**src/rtl/mem_port_arbiter_pkg.sv**
```systemverilog
// -----------------------------------------------------------------------------
// mem_port_arbiter_pkg
// Shared definitions for the fetch/data memory port arbiter: FSM state
// encodings, default parameter values and internal counter widths.
// No ports (package).
// -----------------------------------------------------------------------------
package mem_port_arbiter_pkg;

    localparam int DEF_AW         = 32;
    localparam int DEF_DW         = 32;
    localparam int DEF_FAIR_LIMIT = 4;
    localparam int DEF_TIMEOUT    = 255;

    // FAIR_LIMIT tops out at 15 and TIMEOUT at 255.
    localparam int STREAK_W = 4;
    localparam int WDOG_W   = 8;

    typedef enum logic [1:0] {
        ST_IDLE    = 2'd0,
        ST_BUSY_IF = 2'd1,
        ST_BUSY_D  = 2'd2
    } arb_state_e;

    // The watchdog counts from 0, so the last busy cycle is TIMEOUT-1.
    function automatic logic [WDOG_W-1:0] wdog_last(input int timeout);
        return WDOG_W'(timeout - 1);
    endfunction

endpackage

```
**src/rtl/mem_port_arbiter_fair_counter.sv**
```systemverilog
// -----------------------------------------------------------------------------
// arb_fair_counter
// Saturating count of consecutive data grants made while fetch was waiting.
// Ports:
//   i_clk, i_rst_n : clock, asynchronous active-low reset
//   i_clr          : clear the streak (takes priority over i_inc)
//   i_inc          : one more data grant while fetch waits
//   o_at_limit     : streak has reached LIMIT; fetch gets the next tie
// -----------------------------------------------------------------------------
module arb_fair_counter
    import mem_port_arbiter_pkg::*;
#(
    parameter int LIMIT = DEF_FAIR_LIMIT
) (
    input  logic i_clk,
    input  logic i_rst_n,
    input  logic i_clr,
    input  logic i_inc,
    output logic o_at_limit
);

    localparam logic [STREAK_W-1:0] LIMIT_VAL = STREAK_W'(LIMIT);

    logic [STREAK_W-1:0] r_count;

    always_ff @(posedge i_clk or negedge i_rst_n) begin
        if (!i_rst_n) begin
            r_count <= '0;
        end else if (i_clr) begin
            r_count <= '0;
        end else if (i_inc && (r_count != LIMIT_VAL)) begin
            r_count <= r_count + STREAK_W'(1);
        end
    end

    assign o_at_limit = (r_count == LIMIT_VAL);

endmodule

```
**src/rtl/mem_port_arbiter.sv**
```systemverilog
// -----------------------------------------------------------------------------
// mem_port_arbiter
// Shares one single-port memory between the fetch stage (read-only) and the
// memory stage (read/write). One transaction in flight at a time; data side
// has priority, bounded by a fairness streak, and a watchdog aborts a
// transaction whose completion never arrives.
// Ports:
//   CLK, RST                       : clock, asynchronous active-low reset
//   if_req/if_addr                 : fetch request (level) and address
//   if_done/if_rdata/if_stall      : fetch completion pulse, data, stall
//   d_req/d_we/d_addr/d_wdata      : data request (level) and payload
//   d_done/d_rdata/d_stall         : data completion pulse, data, stall
//   mem_req/mem_we/mem_addr/mem_wdata : issue strobe and latched command
//   mem_rdata/mem_done             : memory read data and completion pulse
//   err                            : sticky, a transaction timed out
//
// state      | meaning
// -----------+-------------------------------------------------------------
// ST_IDLE    | no transaction in flight; choose a grant this cycle
// ST_BUSY_IF | fetch read issued, waiting for mem_done or watchdog
// ST_BUSY_D  | data read/write issued, waiting for mem_done or watchdog
// -----------------------------------------------------------------------------
module mem_port_arbiter
    import mem_port_arbiter_pkg::*;
#(
    parameter int AW         = DEF_AW,
    parameter int DW         = DEF_DW,
    parameter int FAIR_LIMIT = DEF_FAIR_LIMIT,
    parameter int TIMEOUT    = DEF_TIMEOUT
) (
    input  logic          CLK,
    input  logic          RST,
    input  logic          if_req,
    input  logic [AW-1:0] if_addr,
    output logic          if_done,
    output logic [DW-1:0] if_rdata,
    output logic          if_stall,
    input  logic          d_req,
    input  logic          d_we,
    input  logic [AW-1:0] d_addr,
    input  logic [DW-1:0] d_wdata,
    output logic          d_done,
    output logic [DW-1:0] d_rdata,
    output logic          d_stall,
    output logic          mem_req,
    output logic          mem_we,
    output logic [AW-1:0] mem_addr,
    output logic [DW-1:0] mem_wdata,
    input  logic [DW-1:0] mem_rdata,
    input  logic          mem_done,
    output logic          err
);

    localparam logic [WDOG_W-1:0] WDOG_LAST = wdog_last(TIMEOUT);

    arb_state_e          r_state;
    logic [WDOG_W-1:0]   r_wdog;

    logic w_idle;
    logic w_if_elig;
    logic w_d_elig;
    logic w_at_limit;
    logic w_grant_d;
    logic w_grant_if;
    logic w_wdog_expire;

    // A requester whose done pulse is visible this cycle is still holding
    // req for the transaction just finished, so it must not be re-issued.
    assign w_idle     = (r_state == ST_IDLE);
    assign w_if_elig  = if_req & ~if_done;
    assign w_d_elig   = d_req  & ~d_done;
    assign w_grant_d  = w_idle & w_d_elig & (~w_if_elig | ~w_at_limit);
    assign w_grant_if = w_idle & w_if_elig & ~w_grant_d;

    assign w_wdog_expire = (r_wdog == WDOG_LAST);

    assign if_stall = if_req & ~if_done;
    assign d_stall  = d_req  & ~d_done;

    arb_fair_counter #(
        .LIMIT (FAIR_LIMIT)
    ) u_fair (
        .i_clk      (CLK),
        .i_rst_n    (RST),
        .i_clr      (~if_req | w_grant_if),
        .i_inc      (w_grant_d & if_req),
        .o_at_limit (w_at_limit)
    );

    always_ff @(posedge CLK or negedge RST) begin
        if (!RST) begin
            r_state   <= ST_IDLE;
            r_wdog    <= '0;
            mem_req   <= 1'b0;
            mem_we    <= 1'b0;
            mem_addr  <= '0;
            mem_wdata <= '0;
            if_done   <= 1'b0;
            if_rdata  <= '0;
            d_done    <= 1'b0;
            d_rdata   <= '0;
            err       <= 1'b0;
        end else begin
            mem_req <= 1'b0;
            if_done <= 1'b0;
            d_done  <= 1'b0;
            case (r_state)
                ST_IDLE: begin
                    if (w_grant_d) begin
                        mem_req   <= 1'b1;
                        mem_we    <= d_we;
                        mem_addr  <= d_addr;
                        mem_wdata <= d_wdata;
                        r_wdog    <= '0;
                        r_state   <= ST_BUSY_D;
                    end else if (w_grant_if) begin
                        mem_req   <= 1'b1;
                        mem_we    <= 1'b0;
                        mem_addr  <= if_addr;
                        mem_wdata <= '0;
                        r_wdog    <= '0;
                        r_state   <= ST_BUSY_IF;
                    end
                end
                ST_BUSY_IF: begin
                    if (mem_done) begin
                        if_done  <= 1'b1;
                        if_rdata <= mem_rdata;
                        r_state  <= ST_IDLE;
                    end else if (w_wdog_expire) begin
                        err      <= 1'b1;
                        if_done  <= 1'b1;
                        if_rdata <= '0;
                        r_state  <= ST_IDLE;
                    end else begin
                        r_wdog <= r_wdog + WDOG_W'(1);
                    end
                end
                ST_BUSY_D: begin
                    if (mem_done) begin
                        d_done  <= 1'b1;
                        // writes return zero rather than whatever the bus carried
                        d_rdata <= mem_we ? '0 : mem_rdata;
                        r_state <= ST_IDLE;
                    end else if (w_wdog_expire) begin
                        err     <= 1'b1;
                        d_done  <= 1'b1;
                        d_rdata <= '0;
                        r_state <= ST_IDLE;
                    end else begin
                        r_wdog <= r_wdog + WDOG_W'(1);
                    end
                end
                default: r_state <= ST_IDLE;
            endcase
        end
    end

endmodule
```
**config.mk**
```make
export PLATFORM = sky130hd
export DESIGN_NAME = mem_port_arbiter
export DESIGN_NICKNAME = d
export VERILOG_FILES = /design/src/rtl/mem_port_arbiter_pkg.sv /design/src/rtl/mem_port_arbiter_fair_counter.sv /design/src/rtl/mem_port_arbiter.sv
export SDC_FILE = /design/constraint.sdc
export NUM_CORES = 1
export LEC_CHECK = 0
export ABC_AREA = 0
export CAP_MARGIN = 20
export CORE_MARGIN = 2
export CORE_UTILIZATION = 40
export CTS_CLUSTER_SIZE = 12
export DETAILED_ROUTE_END_ITERATION = 8
export HOLD_SLACK_MARGIN = 0.08
export PLACE_DENSITY = 0.75
export REMOVE_ABC_BUFFERS = 1
export SLEW_MARGIN = 20
export SYNTH_ARGS = -nofsm -noshare
export SYNTH_HDL_FRONTEND = slang
export SYNTH_SLANG_ARGS = --single-unit
```
**constraint.sdc**
```tcl
create_clock -name CLK -period 2 [get_ports CLK]
set_input_delay 0.3 -clock CLK [delete_from_list [all_inputs] [get_ports CLK]]
set_output_delay 0.3 -clock CLK [all_outputs]
set_load 0.05 [all_outputs]
```
==> impl_metrics.ini <==
[worst_setup_path]
cp.buffers_inverters = 1
critical_path_class = register to primary output
ff2ff_path_depth = 7
critPathLaunchType = register
crit_chain = clkdlybuf4s50_1
endpoint_kind = primary output
slowest_stage = clkdlybuf4s50_1
r2r_start = r_state[1]$_DFFE_PN0P_
cp.arrival_ns = 1.63
r2r_end = mem_addr[13]$_DFFE_PN0P_
cp_max_fo = 2
max_stage_delay_ns = 0.84
ff2ff_setup_slack_ns = 0.17
critPathRequiredTime_ns = 1.70
path_delay_family = buffers and inverters
path_depth = 1
crit_path_start = mem_addr[12]$_DFFE_PN0P_
endpoint = mem_addr[12]

[global_routing]
grt_pass1_vias = 5657
grt_start_max_net_pins = 65
grt_pass1_wl_um = 30200
grt_usage = 0.236
antenna_found_initial = 0
gr-total-overflow = 0

[sta]
finalSetupTns_ns = 0
slew_viol_final = 0
fmax_ghz = 0.518
skew_ns = 0.0144
setup_slack_ns = 0.0701
finalHoldViolCount = 0
hold-worst-slack_ns = 0.440
post-route-min-period_ns = 1.93
period_share = 0.965
setup_viol = 0
worst_pin_slew_ns = 0.575
grt_setup_unrepaired = no
slew_headroom = 0.616

[route]
ant_nets = 0
wl_per_cell_um = 19.0
drt_iter0_drc = 397
vias_per_cell = 5.42
drc = 0
dr.pass1.iters = 4
wirelength_um = 19100
vias = 5468

[placed_design]
numPortBuffers = 268
dp_slack_ns = 0.0563
dpl-instance-area_um2 = 9200
dp_cells = 977
dpl.hpwl_um = 13500
gp_congestion = 0.885

[power_and_ir_drop]
power.density_nw_per_um2 = 1910
intPower_mw = 9.80
p_seq_frac = 0.270
clock_power_share = 0.160
p_leak_nw = 4.53
ir_worst_vdd_v = 0.00100
p_sw_frac = 0.475
p_sw_mw = 8.88
comb_power_share = 0.570

[clocking]
clock_latency_ns = 0.42
cts-buffers-inserted = 17
cts-root-buf = clkbuf_16
cts_tree = yes
cts_htree_levels = 4
cts_setup_buffers = 0
clk_pin_slew_ns = 0.06
cts_sinks = 147
cts_buffer_depth = 2

[final_layout]
stdcell_count = 1009
diodes = 0
area_delta_synth_final_pct = 56.9
drive_gt1_frac = 0.0646
final_cell_mix = 264 x clkdlybuf4s50_1, 147 x dfrtp_1, 74 x nand2_1
layout_commonest_cell = clkdlybuf4s50_1
nNetsFinal = 951
design_area_um2 = 9750
num-fill-cells = 1189

[synth]
postSynthCellCount = 548
netlist_area_um2 = 6220
synth_enable_flop_cells = 0
avgSynthCellArea_um2 = 11.3
synthFlopType = dfrtp_1
seq_area_frac_synth = 0.592
synth-seq-cells = 147
yosysWarnings = 0
synthArstFlopShare = 1.00
ys_types = 40

[run]
cap_violations = 0

[die]
die_h_um = 129
die_width_um = 129
io_pins = 269
placementRows = 45
die_area_um2 = 16600
initial_utilization = 0.409
core-area_um2 = 15200

[outcome]
outcome = finished, final reports clean

[worst_hold_path]
hp-class = input pin to asynchronous set/reset pin
-- power by group through the flow --
stage	Clock (mW)	Sequential (mW)	Combinational, mW
2_1_floorplan	0	9.32	2.33
3_3_place_gp	0	5.03	10.5
6_report	2.98	5.04	10.6
5_1_grt	3.17	5.19	11.1
3_5_place_dp	0	5.05	10.7
4_1_cts	3.04	5.05	10.7
-- Yosys cell counts, drive strengths merged, types with 4 or more instances --
cell | count | area (um^2)
o21ai | 6 | 30.0
and4b | 32 | 320
a21oi | 8 | 40.0
ha | 8 | 100
nor2b | 6 | 37.5
and2 | 4 | 25.0
a31oi | 36 | 231
buf | 22 | 121
clkbuf | 22 | 82.6
dfrtp | 147 | 3680
nand3 | 8 | 40.0
nand2 | 74 | 278
a21o | 34 | 255
nor2 | 35 | 131
a22o | 66 | 578
inv | 12 | 45.0
-- logic make-up after synthesis --
kind of cell	after synthesis	share of synthesized area
simple gates	171	0.148
buf+inv	56	0.0400
mux	1	0.00161
fa+ha+maj	8	0.0161
compound gates	163	0.200
xor+xnor	2	0.00282
flops	147	0.592
-- how the worst min path moves through the flow --
stage                                      to  startpoint  slack [ns]
detailed placement    mem_addr[5]$_DFFE_PN0P_         RST        0.31
CTS                   mem_addr[5]$_DFFE_PN0P_         RST        0.43
finish                mem_addr[5]$_DFFE_PN0P_         RST        0.44
global route         mem_addr[21]$_DFFE_PN0P_  d_addr[21]        0.44
floorplan                    d_done$_DFF_PN0_         RST       0.004
global placement    mem_wdata[31]$_DFFE_PN0P_         RST        0.30
-- per-stage QoR --
step	power, mW	util
after global placement	15.5	0.605
after global routing	19.5	0.642
after floorplan	11.7	-
after detailed placement	15.7	0.605
final	18.7	0.642
after CTS	18.8	0.642
-- metal layers --
metal / track usage / share of wire / vias up
met5: 0 / 0 / -
met4: 0.112 / 0.037 / 0
met3: 0.0607 / 0.052 / 42
met2: 0.390 / 0.52 / 200
met1: 0.290 / 0.39 / 2703
li1: - / - / 2523
-- final cells by class --
type                    count  area (um^2)  area share
inverters                  12         45.0     0.00462
well taps                 188          235      0.0241
flip-flops and latches    147         3680       0.377
clock buffers              24          472      0.0484
repair buffers            286         2950       0.303
multi-input cells         345         2300       0.235
clock inverters             7         76.3     0.00782
-- timing repair --
action	4_1_cts	5_1_grt
hold endpoints to repair	49	0
resized for setup	0	1
endpoints found under the setup margin	0	1
hold buffers	1	0
-- state kept, by name (all words and copies together), names as in the netlist, 2 cells and up --
register and cells:
u_fair.r_count 4, r_wdog 8, mem_addr 32, mem_wdata 32
if_rdata 32, d_rdata 32, r_state 2
No activity file was read; power rests on OpenSTA's default activity.
